**src/rtl/yarp_pkg.sv**
```systemverilog
// Shared types for the yarp core: memory access sizes, LSU FSM states and
// the alignment rule that decides whether a request may go to memory.
package yarp_pkg;

  typedef enum logic [1:0] {
    BYTE = 2'b00,
    HALF = 2'b01,
    WORD = 2'b10
  } mem_size_t;

  typedef enum logic [1:0] {
    IDLE = 2'b00,
    REQ  = 2'b01,
    RESP = 2'b10
  } lsu_state_t;

  // A half must sit on an even byte, a word on a word boundary; the unused
  // size encoding is never legal.
  function automatic logic is_misaligned(input mem_size_t size, input logic [1:0] offset);
    logic bad;
    case (size)
      BYTE:    bad = 1'b0;
      HALF:    bad = offset[0];
      WORD:    bad = (offset != 2'b00);
      default: bad = 1'b1;
    endcase
    return bad;
  endfunction

endpackage

```
**src/rtl/yarp_lsu_align.sv**
```systemverilog
// Byte-lane steering for the LSU: store byte enables and replicated write
// data on the way out, load lane extraction and sign/zero extension on the
// way back. Purely combinational.
module yarp_lsu_align
  import yarp_pkg::*;
(
  input  logic [1:0]  st_size,
  input  logic [1:0]  st_offset,
  input  logic [31:0] st_data,
  output logic [3:0]  st_be,
  output logic [31:0] st_wdata,
  input  logic [1:0]  ld_size,
  input  logic [1:0]  ld_offset,
  input  logic        ld_zero_extnd,
  input  logic [31:0] ld_rdata,
  output logic [31:0] ld_data
);

  logic [7:0]  ld_byte;
  logic [15:0] ld_half;
  logic        ld_sign;

  // Store side: enables follow the offset, data is replicated so every
  // enabled lane already carries the right byte.
  always_comb begin
    // NOTE: every output gets a default before the case so no path leaves it
    // unassigned, which would otherwise infer a latch.
    st_be    = 4'b0000;
    st_wdata = st_data;
    case (mem_size_t'(st_size))
      BYTE: begin
        st_be    = 4'b0001 << st_offset;
        st_wdata = {4{st_data[7:0]}};
      end
      HALF: begin
        st_be    = 4'b0011 << st_offset;
        st_wdata = {2{st_data[15:0]}};
      end
      WORD: begin
        st_be    = 4'b1111;
        st_wdata = st_data;
      end
      default: begin
        st_be    = 4'b0000;
        st_wdata = st_data;
      end
    endcase
  end

  // Load side: pick the addressed lane out of the raw word and extend it.
  always_comb begin
    ld_byte = ld_rdata[{ld_offset, 3'b000} +: 8];
    ld_half = ld_offset[1] ? ld_rdata[31:16] : ld_rdata[15:0];
    ld_sign = 1'b0;
    ld_data = ld_rdata;
    case (mem_size_t'(ld_size))
      BYTE: begin
        ld_sign = ~ld_zero_extnd & ld_byte[7];
        ld_data = {{24{ld_sign}}, ld_byte};
      end
      HALF: begin
        ld_sign = ~ld_zero_extnd & ld_half[15];
        ld_data = {{16{ld_sign}}, ld_half};
      end
      default: ld_data = ld_rdata;
    endcase
  end

endmodule

```
**src/rtl/yarp_lsu.sv**
```systemverilog
// Load/store unit: accepts one access from execute, runs a req/gnt then
// rvalid handshake to data memory, returns extended load data and stalls
// the pipeline while the access is outstanding. Misaligned requests are
// rejected up front; a stuck bus is aborted after BUS_TIMEOUT cycles.
module yarp_lsu
  import yarp_pkg::*;
#(
  parameter int BUS_TIMEOUT = 255
) (
  input  logic        clk,
  input  logic        reset_n,
  input  logic        lsu_req_i,
  input  logic [31:0] lsu_addr_i,
  input  logic        lsu_wr_i,
  input  logic [1:0]  lsu_size_i,
  input  logic        lsu_zero_extnd_i,
  input  logic [31:0] lsu_wr_data_i,
  output logic        lsu_busy_o,
  output logic        lsu_done_o,
  output logic [31:0] lsu_rd_data_o,
  output logic        lsu_misalign_o,
  output logic        lsu_timeout_o,
  output logic        mem_req_o,
  input  logic        mem_gnt_i,
  output logic [31:0] mem_addr_o,
  output logic        mem_wr_o,
  output logic [3:0]  mem_be_o,
  output logic [31:0] mem_wdata_o,
  input  logic        mem_rvalid_i,
  input  logic [31:0] mem_rdata_i
);

  // The counter only has to reach BUS_TIMEOUT-1: that is the last waiting
  // cycle, after which the access is dropped.
  localparam int CNT_W = (BUS_TIMEOUT > 1) ? $clog2(BUS_TIMEOUT) : 1;
  localparam logic [CNT_W-1:0] CNT_LAST = (BUS_TIMEOUT > 0) ? CNT_W'(BUS_TIMEOUT - 1) : '0;
  localparam bit TIMEOUT_EN = (BUS_TIMEOUT > 0);

  lsu_state_t       state_q, state_d;
  logic [CNT_W-1:0] cnt_q;
  logic             timed_out;
  logic             req_misaligned;

  logic             accept, reject, granted, responded, abort;

  // Attributes of the accepted access, needed again when the data returns.
  logic [1:0]       size_q;
  logic [1:0]       offset_q;
  logic             zext_q;
  logic             wr_q;

  logic [3:0]       st_be;
  logic [31:0]      st_wdata;
  logic [31:0]      ld_data;

  assign req_misaligned = is_misaligned(mem_size_t'(lsu_size_i), lsu_addr_i[1:0]);
  assign timed_out      = TIMEOUT_EN && (cnt_q == CNT_LAST);
  assign lsu_busy_o     = (state_q != IDLE);

  yarp_lsu_align u_align (
    .st_size       (lsu_size_i),
    .st_offset     (lsu_addr_i[1:0]),
    .st_data       (lsu_wr_data_i),
    .st_be         (st_be),
    .st_wdata      (st_wdata),
    .ld_size       (size_q),
    .ld_offset     (offset_q),
    .ld_zero_extnd (zext_q),
    .ld_rdata      (mem_rdata_i),
    .ld_data       (ld_data)
  );

  // Next-state and event decode; a handshake arriving on the last allowed
  // cycle still wins over the timeout.
  always_comb begin
    state_d   = state_q;
    accept    = 1'b0;
    reject    = 1'b0;
    granted   = 1'b0;
    responded = 1'b0;
    abort     = 1'b0;
    case (state_q)
      IDLE: begin
        if (lsu_req_i) begin
          if (req_misaligned) begin
            reject = 1'b1;
          end else begin
            accept  = 1'b1;
            state_d = REQ;
          end
        end
      end
      REQ: begin
        if (mem_gnt_i) begin
          granted = 1'b1;
          state_d = RESP;
        end else if (timed_out) begin
          abort   = 1'b1;
          state_d = IDLE;
        end
      end
      RESP: begin
        if (mem_rvalid_i) begin
          responded = 1'b1;
          state_d   = IDLE;
        end else if (timed_out) begin
          abort   = 1'b1;
          state_d = IDLE;
        end
      end
      default: state_d = IDLE;
    endcase
  end

  // State register.
  always_ff @(posedge clk or negedge reset_n) begin
    // NOTE: sequential state is written with <= so every register samples
    // the pre-edge values, independent of block ordering.
    if (!reset_n) begin
      state_q <= IDLE;
    end else begin
      state_q <= state_d;
    end
  end

  // Wait counter: restarts on every state change, counts while waiting.
  always_ff @(posedge clk or negedge reset_n) begin
    if (!reset_n) begin
      cnt_q <= '0;
    end else if (state_d != state_q) begin
      cnt_q <= '0;
    end else if (state_q != IDLE) begin
      cnt_q <= cnt_q + CNT_W'(1);
    end
  end

  // Capture the access on acceptance for use when the response returns.
  always_ff @(posedge clk or negedge reset_n) begin
    if (!reset_n) begin
      size_q   <= 2'b00;
      offset_q <= 2'b00;
      zext_q   <= 1'b0;
      wr_q     <= 1'b0;
    end else if (accept) begin
      size_q   <= lsu_size_i;
      offset_q <= lsu_addr_i[1:0];
      zext_q   <= lsu_zero_extnd_i;
      wr_q     <= lsu_wr_i;
    end
  end

  // Memory request bus: loaded on acceptance, held through REQ, cleared on
  // grant or abort.
  always_ff @(posedge clk or negedge reset_n) begin
    if (!reset_n) begin
      mem_req_o   <= 1'b0;
      mem_addr_o  <= 32'h0;
      mem_wr_o    <= 1'b0;
      mem_be_o    <= 4'b0000;
      mem_wdata_o <= 32'h0;
    end else if (accept) begin
      mem_req_o   <= 1'b1;
      mem_addr_o  <= {lsu_addr_i[31:2], 2'b00};
      mem_wr_o    <= lsu_wr_i;
      mem_be_o    <= st_be;
      mem_wdata_o <= st_wdata;
    end else if ((state_q == REQ) && (state_d != REQ)) begin
      mem_req_o   <= 1'b0;
      mem_addr_o  <= 32'h0;
      mem_wr_o    <= 1'b0;
      mem_be_o    <= 4'b0000;
      mem_wdata_o <= 32'h0;
    end
  end

  // Completion pulses and load result; stores leave the last load value.
  always_ff @(posedge clk or negedge reset_n) begin
    if (!reset_n) begin
      lsu_done_o     <= 1'b0;
      lsu_misalign_o <= 1'b0;
      lsu_timeout_o  <= 1'b0;
      lsu_rd_data_o  <= 32'h0;
    end else begin
      lsu_done_o     <= responded;
      lsu_misalign_o <= reject;
      lsu_timeout_o  <= abort;
      if (responded && !wr_q) begin
        lsu_rd_data_o <= ld_data;
      end
    end
  end

endmodule

```
**config.mk**
```make
export PLATFORM = sky130hd
export DESIGN_NAME = yarp_lsu
export DESIGN_NICKNAME = d
export VERILOG_FILES = /design/src/rtl/yarp_pkg.sv /design/src/rtl/yarp_lsu_align.sv /design/src/rtl/yarp_lsu.sv
export SDC_FILE = /design/constraint.sdc
export NUM_CORES = 1
export LEC_CHECK = 0
export CORE_MARGIN = 2
export CORE_UTILIZATION = 42
export DETAILED_ROUTE_END_ITERATION = 8
export PLACE_DENSITY = 0.75
export SLEW_MARGIN = 30
export SYNTH_ARGS = -nofsm -noshare
export SYNTH_HDL_FRONTEND = slang
export SYNTH_SLANG_ARGS = --single-unit
```
**constraint.sdc**
```tcl
create_clock -name clk -period 2.2 [get_ports clk]
set_input_delay 0.22 -clock clk [delete_from_list [all_inputs] [get_ports clk]]
set_output_delay 0.22 -clock clk [all_outputs]
set_load 0.1 [all_outputs]
```
==> run metrics <==
status complete, no violations; CP max-delay cell a221o_2; fmax about 500 MHz; Top FF cell, synth dfrtp_1; Seq/Total Area, Yosys 41.82%; Period minus WS final just over 2000 ps; Tot GR Track Use 24.61%; TritonCTS buffer count 17; routability cong. a little over 0.8; Final ANT Viol Nets 0; DR iter-0 viols 538; Initial Util a little over two fifths; worst min path class in2reg; worst rel slew slack approximately 55%; Crit path required time 2530 ps; detailed-route wire length per cell 18.81 µm; Post-synth ARST share 100.0%; crit-path max cell delay around 520 ps; Core Rows 47; area added between synthesis and finish 38.69%; clock sink total ~120; initial antenna violation count 0; Clock Tree Buf Depth 2; #FFs+latches synth approximately 120; DRT Pass-1 Iters 5; clock slew at reported path FFs 60 ps; total wire length 21990 µm; cell family contributing the most delay on the critical path compound AO/OA/AOI/OAI gates; Final Net Count ~1.0k; unrepaired setup endpoints after global routing false; Post-Route Utilization between 50% and 60%; Setup TNS 0 ps; startpoint types register; GRT overflow 0; post-route worst setup slack ~180 ps; Die Width 134.2 µm; dpl hpwl roughly 15000 µm; critical path fanouts, max 11; worst path bufs/invs 1; Layout Skew roughly 12 ps; top post-synthesis cells by area dfrtp_1 (42%), mux2i_1 (11%), o2111ai_1 (8.2%); via count just under 7k; Cell Area, Synth 0.007121 mm²; Clock Latency Late Sink ~420 ps; Placeable Area approximately 0.017 mm²; Post-synth EDFFs 0; pin count of the biggest net entering global routing 120; final hold violations 0; CTS tree yes; layout cell share with drive strength beyond 1 a little over a fifth; Tcrit/Tclk final about nine tenths; ANT cells 0; Slew Limit Fails 0; Syn Area/Cell about 9.5 µm²; # port buffers about 210; Setup Crit Path Kind reg2reg; post-synth top area share 41.82%; DRC Markers 0; die area ~0.018 mm²; max-cap violations 0; filler cell count 1433; # IOs 211; cells along the critical path ha_1 > nand2b_1 > a21oi_1 > a221o_2 > buf_4 > o21ai_0; FF+latch area about 0.003 mm²; final setup vio count 0; YS warnings 0; cell with the most instances after synthesis dfrtp_1; first-pass GRT wire length 35280 µm; Netlist cell types 48; multi-input logic area between 0.003 and 0.004 mm²; DR vias/cell approximately 5.8; CP arrival approximately 2300 ps; Die H 134.2 µm; slew at the pin closest to its max-slew limit around 680 ps; Worst Setup End Kind register; most frequent cells after synthesis dfrtp_1 (119), o21ai_0 (79), mux2i_1 (77), o2111ai_1 (67), nand2_1 (65); cell count after synthesis 750; vias in the first global route 6505; placement-stage worst setup slack 4.000 ps; CTS root buffer clkbuf_16; H-tree levels 4; area leader, netlist dfrtp_1
==> through the flow <==
stage / instances / hold WS, ps / area [µm²]
final: 1169 / 367.4 / 9876
after global routing: 1169 / 351.7 / 9876
after CTS: 1169 / 349.9 / 9876
after detailed placement: 1137 / 383.2 / 9295
after global placement: 1137 / 379.1 / 9295
after floorplan: 751 / -75.59 / 7159
==> worst min-delay path: cells and delay by family <==
kind / cells / cell delay, ps
buffers and inverters: 1 / 420
and+or+nand+nor: 2 / 100
==> metal layers <==
layer  global-route usage (%)  part of all wire, %  up-vias
met5                        0                    0        -
met4                    8.070                  2.2        0
met3                    7.332                  8.1       35
met2                    36.73                   45      288
met1                    34.31                   45     3278
li1                         -                    -     3154
==> logic make-up (layout without fill, tap and decap cells) <==
group / count (synthesis) / count (layout) / share of synthesized area, %
other: 1 / 2 / 0.05266
adder cells (fa/ha/maj): 6 / 6 / 1.054
flip-flops: 119 / 119 / 41.82
XOR/XNOR: 7 / 7 / 0.8610
AO/OA/AOI/OAI: 234 / 234 / 21.61
AND/OR/NAND/NOR: 191 / 191 / 13.74
multiplexers: 94 / 94 / 14.78
buffers and inverters: 98 / 296 / 6.080
==> layout by cell type, fill, tap and decap left out, types with 5 or more instances in the layout <==
| cell | n |
|---|---|
| o21ai_0 | 76 |
| nand2_1 | 65 |
| o2111ai_1 | 67 |
| a21oi_1 | 30 |
| clkdlybuf4s50_1 | 103 |
| nand3_1 | 35 |
| nor2_1 | 7 |
| o21ai_1 | 20 |
| mux2_2 | 9 |
| inv_1 | 14 |
| nor4_1 | 8 |
| mux2i_1 | 77 |
| nor2b_1 | 58 |
| clkbuf_16 | 17 |
| a31oi_1 | 12 |
| a211oi_1 | 9 |
| buf_4 | 135 |
| clkbuf_1 | 5 |
| dfrtp_1 | 119 |
| mux4_2 | 8 |
| buf_12 | 9 |
==> path summary, 6_finish.rpt <==
| path | start | endpoint | cells past startpoint | slack [ps] |
|---|---|---|---|---|
| setup reg to reg | state_q[1] | mem_wdata_o[12] | 6 | 180 |
| min in group asynchronous | reset_n | lsu_rd_data_o[27] | 3 | 430 |
| setup / recovery | state_q[1] | mem_wdata_o[12] | 6 | 180 |
| max in group asynchronous | reset_n | mem_addr_o[28] | 3 | 1260 |
| hold / removal | lsu_zero_extnd_i | zext_q | 3 | 370 |
| hold reg to reg | lsu_rd_data_o[1] | lsu_rd_data_o[1] | 2 | 480 |
==> cell type report <==
cell class,count,share of cell area [%]
clock inverter,9,1.280
clock buffer,22,4.498
multi-input combinational,534,37.97
tap,220,2.787
sequential,119,30.15
timing repair buffer,248,22.63
inverter,17,0.6842
==> flip-flops by register name, summed over array words and instances (netlist names) <==
signal          cells
lsu_misalign_o      1
lsu_done_o          1
mem_wdata_o        32
mem_wr_o            1
state_q             2
size_q              2
wr_q                1
mem_req_o           1
mem_addr_o         30
lsu_rd_data_o      32
zext_q              1
mem_be_o            4
offset_q            2
lsu_timeout_o       1
cnt_q               8
==> what timing repair did <==
item                                    4_1_cts  5_1_grt
endpoints found under the setup margin        0        0
endpoints found under the hold margin       119        0
hold buffers                                  1        0
setup buffers                                 0        0
gates resized for setup                       0        0
Power is left out: the tool's default activity adds up to more than one toggle a clock period on the data nets, which glitch-free logic cannot reach.
==> edit: new RTL, config.mk and constraints unchanged <==
Set the parameter `BUS_TIMEOUT` to 510 (it was 255).
--- a/src/rtl/yarp_lsu.sv
+++ b/src/rtl/yarp_lsu.sv
@@ -6,5 +6,5 @@
   import yarp_pkg::*;
 #(
-  parameter int BUS_TIMEOUT = 255
+  parameter int BUS_TIMEOUT = 510
 ) (
   input  logic        clk,
Function: no difference found for any inputs over 4 cycles, from zero or initial values and one cycle with reset_n low; that may be too few to reach the edited logic, so the function may still have changed.
==> edit against the unedited design <==
Sequential cell count up 1; synthesized area up 0.60%; design area up 1.1%; setup slack better by 0.052 ns; count of clock-buffer cells in the layout up 2; wire length up 2.2%; first-iteration DRC count down 5.8%; die area up 0.58%; critical path type unchanged.
Power is not shown: default switching activity piles up to over one toggle a cycle in this logic, so the estimate is an artifact.
==> edit: results <==
{
  "place_area_sq_um": 9360,
  "ctsLongestPathBuffers": 2,
  "hpwl_microns": 15500,
  "r2r_end": "mem_wdata_o[27]",
  "reg2reg_slack_ns": 0.24,
  "critical-path-max-stage-delay_ns": 0.45,
  "synth_area_leaders": "dfrtp_1, mux2i_1, o2111ai_1",
  "via_count": 6766,
  "place_worst_setup_slack_ns": 0.0894,
  "clk_latency_ns": 0.42,
  "ys_seq_area_share_pct": 41.9,
  "first_global_vias": 6568,
  "synth.distinct_cells": 55,
  "maxSlewHeadroom_pct": 56.2,
  "fillers": 1455,
  "rr_worst_depth": 7,
  "status": "finished clean",
  "ctsHtreeMaxLevel": 4,
  "place.gp.congestion": 0.808,
  "hp-class": "primary input to async pin",
  "grt_max_degree": 70,
  "synthTopCellsByCount": "dfrtp_1, mux2i_1, o2111ai_1, nor2b_1, o21ai_1",
  "largest_registers": "lsu_rd_data_o x32, mem_wdata_o x32, mem_addr_o x30",
  "grt_pass1_wl_microns": 35800,
  "fin_nets": 1046,
  "drive_gt1_share_pct": 21.1,
  "slowest_stage": "dfrtp_1",
  "drt_iter0_drc": 507,
  "dr.pass1.iters": 8,
  "cts_resized": 0,
  "critPathMaxFanout": 31,
  "grt_usage_pct": 25.2,
  "wl_microns": 22500,
  "fin_skew_ns": 0.0129,
  "cts_setup_buffers": 0,
  "whs_ns": 0.321
}
[edit: cell types whose count changed in the layout (fill, tap and decap cells not counted), moves of 6 or more]
cell,unedited run,this run
nor2_1,7,14
a21oi_1,30,14
a22o_1,0,12
mux4_2,8,1
inv_1,14,6
nand2_1,65,53
o21ai_0,76,33
o21ai_1,20,59
mux2_2,9,15
a22oi_1,0,6
a222oi_1,0,6
[edit: layout make-up]
| type | instances | area (sq um) | area share, % |
|---|---|---|---|
| timing repair buffer | 249 | 2270 | 22.7 |
| multi-input combinational | 538 | 3790 | 37.9 |
| inverter | 9 | 37.5 | 0.376 |
| tap | 220 | 275 | 2.76 |
| clock buffer | 24 | 472 | 4.72 |
| sequential | 120 | 3000 | 30.1 |
| clock inverter | 8 | 144 | 1.44 |
[edit: stage by stage]
stage,std cells,util [%]
floorplan,745,-
global placement,1135,56.3
detailed placement,1135,56.3
CTS,1168,60.0
global route,1168,60.0
finish,1168,60.0
[edit: critical path: cells and delay by family, from the launching register on]
family,cells,cell delay (ns)
adders and majority gates,1,0.18
buffers and inverters,3,0.50
DFF,1,0.45
AOI/OAI and AO/OA,3,0.67
[edit: cell families after synthesis]
family,Yosys count,share of synthesized area [%]
AND/OR/NAND/NOR,196,14.3
multiplexers,90,13.0
buffers and inverters,87,5.92
AO/OA/AOI/OAI,236,22.8
flip-flops,120,41.9
other,1,0.0524
adder cells (fa/ha/maj),6,1.05
XOR/XNOR,8,0.978
[edit: how the worst max path moves through the flow]
stage                        startpoint         endpoint  slack (ns)  depth (start not counted)
final                        state_q[1]  mem_wdata_o[27]        0.24                          7
after global routing         state_q[1]         cnt_q[1]        0.09                          6
after CTS                    state_q[1]         cnt_q[1]        0.25                          6
after detailed placement  lsu_addr_i[0]   mem_wdata_o[7]        0.09                          6
after global placement    lsu_addr_i[0]   mem_wdata_o[3]        0.13                          6
after floorplan              state_q[1]        mem_req_o       -0.08                          7
[edit: what timing repair did]
action                                 CTS  global route
setup endpoints to repair                0             0
endpoints found under the hold margin   34             0
hold buffers                             1             0
[edit: routing by layer]
metal	part of all wire, %	global-route usage, %	wire (microns)	vias up
li1	-	-	-	3185
met1	43	33.0	9630	3251
met2	46	39.1	10300	307
met3	9.8	9.20	2190	23
met4	1.6	7.84	365	0
met5	0	0	0	-
